===== config.mk =====
export PLATFORM = sky130hd
export DESIGN_NAME = hdc_classify_seq
export DESIGN_NICKNAME = d
export VERILOG_FILES = /design/src/rtl/hdc_classify_seq.sv
export SDC_FILE = /design/constraint.sdc
export NUM_CORES = 1
export LEC_CHECK = 0
export ABC_AREA = 1
export CELL_PAD_IN_SITES_DETAIL_PLACEMENT = 1
export CELL_PAD_IN_SITES_GLOBAL_PLACEMENT = 1
export CORE_ASPECT_RATIO = 1.75
export CORE_MARGIN = 3
export CORE_UTILIZATION = 36
export CTS_CLUSTER_DIAMETER = 120
export DETAILED_ROUTE_END_ITERATION = 8
export PLACE_DENSITY = 0.81
export SYNTH_ARGS = -nofsm -noshare
export SYNTH_HDL_FRONTEND = slang
export SYNTH_SLANG_ARGS = --single-unit

===== constraint.sdc =====
create_clock -name clk -period 3.39 [get_ports clk]
set_input_delay 0.339 -clock clk [delete_from_list [all_inputs] [get_ports clk]]
set_output_delay 0.339 -clock clk [all_outputs]
set_load 0.01 [all_outputs]

===== src/rtl/hdc_classify_seq.sv =====
// rtl/hdc_classify_seq.sv - word-serial HDC ham/spam classification sequencer (optional HDC_PERF_CNT_EN adds perf_cycles)
module hdc_classify_seq #(
  parameter int DIM        = 10000,
  parameter int WORD_W     = 32,
  parameter int MAX_LENGTH = 160,
  localparam int NUM_WORDS = (DIM + WORD_W - 1) / WORD_W,
  localparam int WIDX_W    = (NUM_WORDS > 1) ? $clog2(NUM_WORDS) : 1,
  localparam int CNT_W     = $clog2(DIM + 1),
  localparam int POP_W     = $clog2(WORD_W + 1)
) (
  input  logic              clk,
  input  logic              reset,
  input  logic              in_valid,
  output logic              in_ready,
  input  logic [7:0]        in_data,
  input  logic              in_last,
  output logic [5:0]        dp_sym,
  output logic [WIDX_W-1:0] dp_word,
  output logic              dp_clr,
  output logic              dp_acc_en,
  output logic              dp_thr_en,
  output logic              dp_cmp_en,
  output logic [7:0]        dp_len,
  input  logic [POP_W-1:0]  dp_ham_pop,
  input  logic [POP_W-1:0]  dp_spam_pop,
  output logic              res_valid,
  input  logic              res_ready,
  output logic [1:0]        result,
  output logic              busy
`ifdef HDC_PERF_CNT_EN
  ,
  output logic [31:0]       perf_cycles
`endif
);

  typedef enum logic [2:0] {
    IDLE, CLEAR, ACCUM, WAIT_CHAR, THRESH, COMPARE, DONE
  } state_t;

  localparam logic [WIDX_W-1:0] LAST_WORD = WIDX_W'(NUM_WORDS - 1);
  localparam logic [CNT_W:0]    DIM_SAT   = (CNT_W + 1)'(DIM);

  state_t            state_q, state_d;
  logic [WIDX_W-1:0] word_q, word_d;
  logic [5:0]        sym_q, sym_d;
  logic              last_q, last_d;
  logic [7:0]        len_q, len_d;
  logic              clr_q, clr_d, acc_q, acc_d, thr_q, thr_d, cmp_q, cmp_d;
  logic              cmp_dly_q, cmp_dly_d;
  logic              in_ready_q, in_ready_d;
  logic              res_valid_q, res_valid_d;
  logic [1:0]        result_q, result_d;
  logic              busy_q, busy_d;
  logic [CNT_W-1:0]  cnt_ham_q, cnt_ham_d, cnt_spam_q, cnt_spam_d;
  logic [CNT_W:0]    ham_sum, spam_sum;
  logic [7:0]        tok_full;
  logic [5:0]        tok_sym;
  logic              accept, word_last;

  // Map the incoming ASCII byte to its item-memory symbol index
  always_comb begin
    tok_full = 8'd0;
    if (in_data >= 8'h41 && in_data <= 8'h5a) begin
      tok_full = in_data - 8'd54;
    end else if (in_data >= 8'h61 && in_data <= 8'h7a) begin
      tok_full = in_data - 8'd86;
    end else if (in_data >= 8'h30 && in_data <= 8'h39) begin
      tok_full = in_data - 8'd47;
    end
    tok_sym = tok_full[5:0];
  end

  assign accept    = in_valid & in_ready_q;
  assign word_last = (word_q == LAST_WORD);
  assign ham_sum   = {1'b0, cnt_ham_q} + (CNT_W + 1)'(dp_ham_pop);
  assign spam_sum  = {1'b0, cnt_spam_q} + (CNT_W + 1)'(dp_spam_pop);

  // Next-state and next-output decode; every output is registered alongside the state
  always_comb begin
    state_d     = state_q;
    word_d      = word_q;
    sym_d       = sym_q;
    last_d      = last_q;
    len_d       = len_q;
    clr_d       = 1'b0;
    acc_d       = 1'b0;
    thr_d       = 1'b0;
    cmp_d       = 1'b0;
    cmp_dly_d   = cmp_q;
    in_ready_d  = 1'b0;
    res_valid_d = res_valid_q;
    result_d    = result_q;
    cnt_ham_d   = cnt_ham_q;
    cnt_spam_d  = cnt_spam_q;
    case (state_q)
      IDLE: begin
        in_ready_d = 1'b1;
        if (accept) begin
          sym_d      = tok_sym;
          last_d     = in_last;
          len_d      = 8'd1;
          word_d     = '0;
          clr_d      = 1'b1;
          in_ready_d = 1'b0;
          state_d    = CLEAR;
        end
      end
      CLEAR: begin
        if (word_last) begin
          word_d  = '0;
          acc_d   = 1'b1;
          state_d = ACCUM;
        end else begin
          word_d = word_q + 1'b1;
          clr_d  = 1'b1;
        end
      end
      ACCUM: begin
        if (word_last) begin
          word_d = '0;
          if (last_q) begin
            thr_d   = 1'b1;
            state_d = THRESH;
          end else begin
            in_ready_d = 1'b1;
            state_d    = WAIT_CHAR;
          end
        end else begin
          word_d = word_q + 1'b1;
          acc_d  = 1'b1;
        end
      end
      WAIT_CHAR: begin
        in_ready_d = 1'b1;
        if (accept) begin
          if (len_q < 8'(MAX_LENGTH)) begin
            sym_d      = tok_sym;
            last_d     = in_last;
            len_d      = len_q + 8'd1;
            word_d     = '0;
            acc_d      = 1'b1;
            in_ready_d = 1'b0;
            state_d    = ACCUM;
          end else if (in_last) begin
            // Message overran the bundle limit; its tail is consumed but not bundled
            word_d     = '0;
            thr_d      = 1'b1;
            in_ready_d = 1'b0;
            state_d    = THRESH;
          end
        end
      end
      THRESH: begin
        cnt_ham_d  = '0;
        cnt_spam_d = '0;
        if (word_last) begin
          word_d  = '0;
          cmp_d   = 1'b1;
          state_d = COMPARE;
        end else begin
          word_d = word_q + 1'b1;
          thr_d  = 1'b1;
        end
      end
      COMPARE: begin
        // Popcounts arrive one cycle after their compare strobe
        if (cmp_dly_q) begin
          cnt_ham_d  = (ham_sum > DIM_SAT) ? CNT_W'(DIM) : ham_sum[CNT_W-1:0];
          cnt_spam_d = (spam_sum > DIM_SAT) ? CNT_W'(DIM) : spam_sum[CNT_W-1:0];
        end
        if (cmp_q) begin
          if (word_last) begin
            word_d = '0;
          end else begin
            word_d = word_q + 1'b1;
            cmp_d  = 1'b1;
          end
        end else begin
          res_valid_d = 1'b1;
          if (cnt_ham_d > cnt_spam_d) begin
            result_d = 2'b00;
          end else if (cnt_ham_d < cnt_spam_d) begin
            result_d = 2'b01;
          end else begin
            result_d = 2'b11;
          end
          state_d = DONE;
        end
      end
      DONE: begin
        if (res_ready) begin
          res_valid_d = 1'b0;
          in_ready_d  = 1'b1;
          state_d     = IDLE;
        end
      end
      default: state_d = IDLE;
    endcase
    busy_d = (state_d != IDLE);
  end

  // State and registered outputs
  always_ff @(posedge clk) begin
    if (reset) begin
      state_q     <= IDLE;
      word_q      <= '0;
      sym_q       <= '0;
      last_q      <= 1'b0;
      len_q       <= '0;
      clr_q       <= 1'b0;
      acc_q       <= 1'b0;
      thr_q       <= 1'b0;
      cmp_q       <= 1'b0;
      cmp_dly_q   <= 1'b0;
      in_ready_q  <= 1'b0;
      res_valid_q <= 1'b0;
      result_q    <= 2'b00;
      busy_q      <= 1'b0;
      cnt_ham_q   <= '0;
      cnt_spam_q  <= '0;
    end else begin
      state_q     <= state_d;
      word_q      <= word_d;
      sym_q       <= sym_d;
      last_q      <= last_d;
      len_q       <= len_d;
      clr_q       <= clr_d;
      acc_q       <= acc_d;
      thr_q       <= thr_d;
      cmp_q       <= cmp_d;
      cmp_dly_q   <= cmp_dly_d;
      in_ready_q  <= in_ready_d;
      res_valid_q <= res_valid_d;
      result_q    <= result_d;
      busy_q      <= busy_d;
      cnt_ham_q   <= cnt_ham_d;
      cnt_spam_q  <= cnt_spam_d;
    end
  end

`ifdef HDC_PERF_CNT_EN
  logic [31:0] perf_q;

  // Count busy cycles of one classification, frozen once the result is posted
  always_ff @(posedge clk) begin
    if (reset) begin
      perf_q <= '0;
    end else if (state_q == IDLE && state_d == CLEAR) begin
      perf_q <= '0;
    end else if (state_q != IDLE && state_q != DONE) begin
      perf_q <= perf_q + 32'd1;
    end
  end

  assign perf_cycles = perf_q;
`endif

  assign in_ready  = in_ready_q;
  assign dp_sym    = sym_q;
  assign dp_word   = word_q;
  assign dp_clr    = clr_q;
  assign dp_acc_en = acc_q;
  assign dp_thr_en = thr_q;
  assign dp_cmp_en = cmp_q;
  assign dp_len    = len_q;
  assign res_valid = res_valid_q;
  assign result    = result_q;
  assign busy      = busy_q;

endmodule


# Yosys cells after proc, flatten, opt, wreduce, memory -nomap -nowiden
# Cells that the tools add are included.
# classes
addsub	7
n_mul	0
div	0
n_lt_le_gt_ge	11
eq_ne	14
shifts	0
mux	69
bitwise	2
reduce_logical	14
# op_table
op	n
two-way mux 14 bit	6
case mux 14 bit (2 select lines)	2
two-way mux 9 bit	6
two-way mux 6 bit	6
case mux 9 bit (4 select lines)	1
adder 14 x 6 -> 15 bit	2
greater-than comparator 15 x 14 -> 1 bit, second input constant	2
two-way mux 3 bit	10
two-way mux 8 bit	3
two-way mux 1 bit	23
case mux 3 bit (7 select lines)	1
>= comparator 8 x 7 -> 1 bit, second input constant	2
<= comparator 8 x 7 -> 1 bit, second input constant	2
case mux 8 bit (2 select lines)	1
greater-than comparator 14 bit	1
< comparator 14 bit	1
!= test 2 bit, second input constant	6
case mux 6 bit (2 select lines)	1
subtractor 6 bit, second input constant	2
adder 9 x 1 -> 9 bit, second input constant	1
== test 3 bit, second input constant	3
== test 9 bit, second input constant	1
adder 8 x 1 -> 8 bit, second input constant	1
>= comparator 8 x 6 -> 1 bit, second input constant	1
other kinds (22)	32
# totals
reg_bits	65
latch_bits	0
mem_bits_rw	0
mem_bits_ro	0
inputBits	25
output_inout_bits	32
word_cells	133
mem_count	0

# Logic depth before layout (Yosys ltp)
# Gate-level depths: netlist (run 1).
# depth
depth_word	8
ltp_mapped	30

# Least setup slack after synthesis (run 1)
# OpenSTA, ideal clock, no wires.
# synth_path
kind	in2reg
from	in dp_spam_pop[0]
to	reg result_q[1], in the netlist result[1]
setup_ns	0.070
t_arrival_ns	3.293
slack_ns	0.027
stages	29
cell_sequence	ha_1 -> fa_1 -> nand2_1 -> nand2_1 -> nand3_1 -> nand3_1 -> nand2_1 -> nand2_1 -> nor2_1 -> nand2_1 -> nor2_1 -> nand2_1 -> nand2_2 -> buf_6 -> nand2_2 -> nand2_2 -> inv_1 -> ha_1 -> nand2_1 -> o21ai_0 -> a21oi_1 -> o21a_1 -> o21ai_0 -> nand3_1 -> nand2_1 -> nand2_1 -> nand2_1 -> nand2_1 -> a21oi_1
# synth_via
elab_chain_len	8
word_cells_on_any_way	9
classes_between	1 x add/sub; 3 x order compare; 5 x mux
# synth_rtl
item	line_no	source
start, declared	25	input logic [POP_W-1:0] dp_spam_pop,
adder 14 x 6 -> 15 bit *	76	assign spam_sum = {1'b0, cnt_spam_q} + (CNT_W + 1)'(dp_spam_pop);
greater-than comparator 15 x 14 -> 1 bit	169	cnt_spam_d = (spam_sum > DIM_SAT) ? CNT_W'(DIM) : spam_sum[CNT_W-1:0];
two-way mux 14 bit *	169	
two-way mux 14 bit *	167	if (cmp_dly_q) begin
two-way mux 14 bit *	95	case (state_q)
< comparator 14 bit	182	end else if (cnt_ham_d < cnt_spam_d) begin
two-way mux 2 bit	182	
two-way mux 2 bit *	180	if (cnt_ham_d > cnt_spam_d) begin
end signal, assigned	234	result_q <= result_d;
end, declared	52	logic [1:0] result_q, result_d;
# Mark *: on every way between the ends. The rest lies on a longest branch, timed or not. The select of a mux whose other input is x is not followed.
# A chain may end at the register's enable or synchronous reset.

# Worst setup path after layout (run 1)
# layout_path
from	reg cnt_spam_q[0]
to	reg result_q[1], in the netlist result[1]
# layout_via
elab_chain_len	8
word_cells_on_any_way	9
classes_between	1 x add/sub; 3 x order compare; 5 x mux
# layout_rtl
item	line_no	source
start, declared	54	logic [CNT_W-1:0] cnt_ham_q, cnt_ham_d, cnt_spam_q, cnt_spam_d;
start signal, assigned	237	cnt_spam_q <= cnt_spam_d;
adder 14 x 6 -> 15 bit	76	
greater-than comparator 15 x 14 -> 1 bit	169	
two-way mux 14 bit	169	
two-way mux 14 bit *	167	
two-way mux 14 bit *	95	
< comparator 14 bit	182	
two-way mux 2 bit	182	
two-way mux 2 bit *	180	
# Marked as above.

==> results of run 1 <==
## power breakdown
| part | switching (W) | total (W) | leakage, nW | internal, W |
|---|---|---|---|---|
| Combinational | 0.000214 | 0.000367 | 2.95 | 0.000153 |
| Clock | 0.000435 | 0.00102 | 0.149 | 0.000584 |
| Sequential | 0.0000239 | 0.000817 | 0.527 | 0.000793 |
## worst register-to-register path, delay by kind of cell (launching register included)
| family | cells | cell delay, ns |
|---|---|---|
| AO/OA/AOI/OAI | 6 | 0.86 |
| adder cells (fa/ha/maj) | 3 | 0.75 |
| flip-flops | 1 | 0.36 |
| AND/OR/NAND/NOR | 18 | 1.60 |
| buffers and inverters | 1 | 0.15 |
## cell usage in the layout, fill, tap and decap left out, drive strengths merged, types with 3 or more instances in the layout
cell type,instances
a211oi,3
a21boi,3
a21oi,71
buf,132
clkbuf,9
clkdlybuf4s50,47
clkinv,3
dfxtp,65
dlygate4sd2,4
dlymetal6s2s,4
ha,36
inv,124
nand2,294
nand3,62
nand3b,5
nand4,7
nor2,89
nor3,22
nor3b,6
o211ai,3
o21ai,21
o21bai,3
or2,3
xor2,8
## kinds of logic after synthesis
family                     synth area share
adders and majority gates            0.0924
buffers and inverters                 0.104
DFF                                   0.245
AOI/OAI and AO/OA                     0.124
xor gates and xnor gates             0.0165
and+or+nand+nor                       0.418
## layout make-up
cell class | instances | area, um2
well taps | 180 | 225
clock buffers | 9 | 225
multi-input cells | 655 | 4060
flip-flops and latches | 65 | 1310
repair buffers | 187 | 1570
fillers | 1843 | 6520
inverters | 122 | 458
clock inverters | 7 | 83.8
## how the worst min path moves through the flow
stage,from,end,slack [ns],cells past startpoint
6_report,res_valid,res_valid,0.47,2
5_1_grt,res_valid,res_valid,0.49,2
4_1_cts,res_valid,res_valid,0.47,2
3_5_place_dp,res_valid,res_valid,0.46,2
3_3_place_gp,res_valid,res_valid,0.45,2
2_1_floorplan,reset,state_q[1],0.42,1
## registers in the layout (all words and copies together), names as in the netlist, 2 cells and up
name / flops
cnt_ham_q: 14
dp_len: 8
dp_word: 9
state_q: 3
cnt_spam_q: 14
dp_sym: 6
result: 2
## per-stage QoR
stage / TNS [ns] / cell area (um2)
after floorplan: 0 / 5310
after global placement: -1.31 / 6740
final: -0.741 / 7930
after detailed placement: -1.50 / 6740
after global routing: -1.21 / 7930
after CTS: -0.337 / 7600
## what timing repair did
action	4_1_cts	5_1_grt
endpoints found under the setup margin	2	2
hold buffers	0	0
pin swaps	47	47
gates resized for setup	91	61
buffers inserted	18	13
## routing by layer
metal / track usage / vias up / part of all wire
li1: - / 3099 / -
met1: 0.226 / 3190 / 0.34
met2: 0.520 / 248 / 0.55
met3: 0.0356 / 121 / 0.036
met4: 0.164 / 0 / 0.076
met5: 0 / - / 0
==> impl_results.md, run 1 <==
* CP dominant cell by count: nand2_1
* Router iterations before antenna repair at 5
* Yosys warnings at 0
* Clk sinks at 65
* Remaining DRCs at 0
* Slew Limit Fails at 0
* RSZ-0062 raised after global routing: yes
* Hold Slack at between 0.4 and 0.5 ns
* Lkg Pwr at 3.62 nW
* Fin worst setup slack at -0.377 ns
* ANT nets after route at 0
* Max-cap violations at 0
* Top_reg_cell synth: dfxtp_1
* Largest net degree at the start of global routing at 41
* Pre-CTS setup slack at -0.763 ns
* Synth Cell Area at 5310 um2
* Worst skew pair latency at 0.36 ns
* Layout cells sized above 1 at 0.317
* Clk_skew at around 0.0084 ns
* Critical Path Source: cnt_spam_q[0]
* Fraction of registers with async set/reset at 0
* Vias in the first global route at 7164
* EDFF count, synth at 0
* Synth top cells by count: nand2_1 (260), inv_1 (110), nor2_1 (77)
* Sequential-to-total area share from yosys stat at 0.245
* Routed wire length at roughly 24 mm
* Via count at 6658
* R2R depth at 28
* Area share of the largest cell type after synthesis at 0.245
* Post-synth net total at 924
* HPWL Detailed at 14.3 mm
* Max Fclk at 265 MHz
* Starting Density at 0.368
* WL/cell at 19.5 um
* WS Path Type: reg -> reg
* CTS H-Tree Depth at 3
* Reg-to-reg setup timing slack at -0.38 ns
* CP Data Required Time at about 3.7 ns
* Synth-to-layout area growth at 49.3%
* Inserted Clock Buffers at 9
* CP max FO at 7
* Path length in cells of the critical path at 28
* Placer congestion estimate at 0.904
* Max clock buf depth at 2
* DIE HEIGHT at between 150 and 200 um
* IO Port Bufs at 56
* #FFs+latches synth at 65
* Util after Layout at 0.549
* End of the worst register-to-register path: result[1]
* GRT overflow at 0
* Vias per Instance at 5.44
* N_diodes at 0
* Ports at 57
* Tmin final at 3.77 ns
* Critical Path Start Type: register
* Period Utilization, post-route at 1.11
* Crit-path leading delay family: simple AND/OR/NAND/NOR gates
* Critical path destination: result[1]
* Core Area at approximately 14000 um2
* Cells taking the most area after synthesis: dfxtp_1 (25%), nand2_1 (18%), ha_1 (8.5%)
* VDD IR max at 298 uV
* CP max-delay cell: fa_2
* Antenna violations before repair at 0
* Slew HR at 0.597
* Crit path buffers/inverters at 1
* Netlist cell types at 49
* Setup crit end kind: register
* Nets at 1103
* R2r startpoint: cnt_spam_q[0]
* DP Cell Count at between 1000 and 1500
* PD cells at 278 nW/um2
* Tot Pwr at 0.00220 W
* First-pass GRT wire length at about 34 mm
* Crit path DAT at 4.05 ns
* Initial detailed-routing violation count at ~270
* Min-delay worst type: reg -> reg
* Num rows at 58
* Slew @ Worst Pin at approximately 0.60 ns
* Most common cell in the netlist: nand2_1
* Average size of a mapped cell at just over 6 um2
* Worst-path clk slew at 0.06 ns
* Tot GR Track Use at 0.256
* CP max stage delay at 0.39 ns
* Failing checks: setup timing
* Die Area at 16300 um2
* Post-Layout Cell Count at 1225
* Clock Tree Root: clkbuf_16
* CTS tree: built
* Die Wd at 97.8 um
* Status: complete, but fails checks
* Synth Instances at 861
* Hold violation count in the final report at 0
* Final Setup Violations at 2
* Largest area contributor in the synthesized netlist: dfxtp_1
No activity file was read; power rests on OpenSTA's default activity.
==> run 2, diff against run 1 <==
- CORE_MARGIN: 3 -> unset
- CORE_UTILIZATION: 36 -> 40
- GPL_TIMING_DRIVEN: unset -> 0
- PLACE_DENSITY: 0.81 -> 0.85
- clock period: 3.39 -> 4.3 ns (I/O delays scaled with it)
==> run 2 against run 1 <==
Net effect:
- the flow now finishes without violations
- clock power is 26% lower
- combinational power is 30% lower
- setup slack better by 0.62 ns
- hold slack better by 0.0047 ns
- first-iteration DRC count is 33% lower
- sequential power is 21% lower
- die area is 16% lower
- register-to-register slack better by 0.81 ns
- non-clock buffer count is 108 lower
- power is 25% lower
- largest cell class unchanged
==> impl_results.md, run 2 (synthesis results as in run 1) <==
* Status: finished clean
* Hold Buf Count CTS at 0
* Remaining DRCs at 0
* GRT overflow at 0
* Tot GR Track Use at 0.274
* WHS Endpoint: result[1]
* WL/cell at 16.3 um
* Placer congestion estimate at 0.853
* Antenna violations before repair at 0
* Core Area at 12900 um2
* Worst skew pair latency at 0.34 ns
* Internal power at 0.00118 W
* VDD IR max at 200 uV
* Max-cap violations at 0
* Largest net degree at the start of global routing at 14
* Multi-input logic area at 3530 um2
* Clock power frac at 0.457
* CP Data Required Time at 4.50 ns
* N_diodes at 0
* Routed wire length at approximately 18 mm
* Synth-to-layout area growth at 22.6%
* PD cells at 255 nW/um2
* Num rows at 55
* Crit-path leading delay family: simple AND/OR/NAND/NOR gates
* Period Utilization, post-route at 0.944
* Most frequent cells in the layout: nand2_1 (257), inv_1 (110), nor2_1 (73)
* WS Path Type: in -> reg
* Worst hold start: result[1]
* Tot Pwr at about 0.0017 W
* Hold path depth at 2
* Hold Slack at between 0.4 and 0.5 ns
* DIE HEIGHT at 154 um
* Critical Path Start Type: primary input
* Min-delay worst type: reg -> reg
* Vias in the first global route at 6331
* Psw at ~0.00048 W
* Setup crit end kind: register
* Max clock buf depth at 2
* Util after Layout at 0.503
* Sw Share at 0.288
* Nets at 996
* ANT nets after route at 0
* CP max stage delay at 0.46 ns
* Inserted Clock Buffers at 9
* Die Wd at between 80 and 90 um
* Lkg Pwr at ~2.9 nW
* Register area at about 1300 um2
* Design area at 6510 um2
* First-pass GRT wire length at a little under 30 mm
* Starting Density at 0.410
* Combinational power share at 0.156
* CP max FO at 10
* Slew Limit Fails at 0
* R2r startpoint: cnt_spam_q[0]
* Die Area at 13800 um2
* Commonest non-fill, non-tap cell in the layout: nand2_1
* Setup TNS at 0 ns
* Reg-to-reg setup timing slack at 0.43 ns
* Router iterations before antenna repair at 4
* Vias per Instance at 5.25
* Via count at 5826
* Final Setup Violations at 0
* HPWL Detailed at 14.2 mm
* Clk sinks at 65
* Tmin final at 4.06 ns
* Clock Tree Root: clkbuf_16
* IO Port Bufs at 56
* End of the worst register-to-register path: result[1]
* Placed cell areas at 6080 um2
* Crit path buffers/inverters at 3
* Ports at 57
* Worst-path clk slew at 0.06 ns
* CP dominant cell by count: nand2_1
* Initial detailed-routing violation count at 178
* Layout cells sized above 1 at 0.124
* CTS H-Tree Depth at 3
* Max Fclk at 246 MHz
* Slew @ Worst Pin at 0.760 ns
* CTS tree: built
* CP max-delay cell: clkdlybuf4s50_1
* Crit path DAT at 4.26 ns
* Clk_skew at 0.00580 ns
* Fill count at 1829
* Hold violation count in the final report at 0
* Reg power frac at 0.388
* Slew HR at 0.493
* R2R depth at 30
[run 2: per-stage QoR]
stage | setup slack (ns) | cells
finish | 0.240 | 1109
global route | -0.0476 | 1109
CTS | 0.0617 | 1104
detailed placement | -0.379 | 1088
global placement | -0.282 | 1088
floorplan | 0.846 | 861
[run 2: final cells by class]
cell class                      instances  share of cell area
Multi-Input combinational cell        656               0.543
Sequential cell                        65               0.200
Timing Repair Buffer                   60              0.0907
Inverter                              122              0.0704
Clock buffer                            9              0.0346
Tap cell                              171              0.0329
Buffer                                 19              0.0161
Clock inverter                          7              0.0123
[run 2: worst max path at each step]
| stage | start | end | slack, ns | cells after the start |
|---|---|---|---|---|
| after floorplan | dp_spam_pop[0] | result[1] | 0.85 | 29 |
| after global placement | dp_spam_pop[0] | result[1] | -0.28 | 30 |
| after detailed placement | dp_spam_pop[0] | result[1] | -0.38 | 30 |
| after CTS | dp_spam_pop[0] | result[1] | 0.06 | 30 |
| after global routing | dp_spam_pop[0] | result[1] | -0.05 | 31 |
| final | dp_spam_pop[0] | result[1] | 0.24 | 31 |
[run 2: power groups by stage]
| stage | sequential, W | clock [W] | combinational (W) |
|---|---|---|---|
| 3_5_place_dp | 0.000657 | 0 | 0.000253 |
| 4_1_cts | 0.000644 | 0.000768 | 0.000257 |
| 6_report | 0.000644 | 0.000758 | 0.000258 |
| 5_1_grt | 0.000648 | 0.000788 | 0.000284 |
| 2_1_floorplan | 0.000663 | 0 | 0.000134 |
| 3_3_place_gp | 0.000656 | 0 | 0.000248 |
[run 2: tightest hold or removal path: stages (launching register included)]
cell     delay, ns
dfxtp_1       0.31
nand2_1       0.06
a21oi_1       0.06
[run 2: layer usage]
metal / part of all wire / global-route usage
met5: 0 / 0
met2: 0.59 / 0.557
met1: 0.32 / 0.219
met3: 0.031 / 0.0459
met4: 0.066 / 0.187
[run 2: repair_timing]
item                                    CTS  global route
buffers inserted                          0             4
gates resized for setup                   3            19
gates cloned                              0             1
pin swaps                                 0             6
hold endpoints to repair                  0             0
endpoints found under the setup margin    2             2
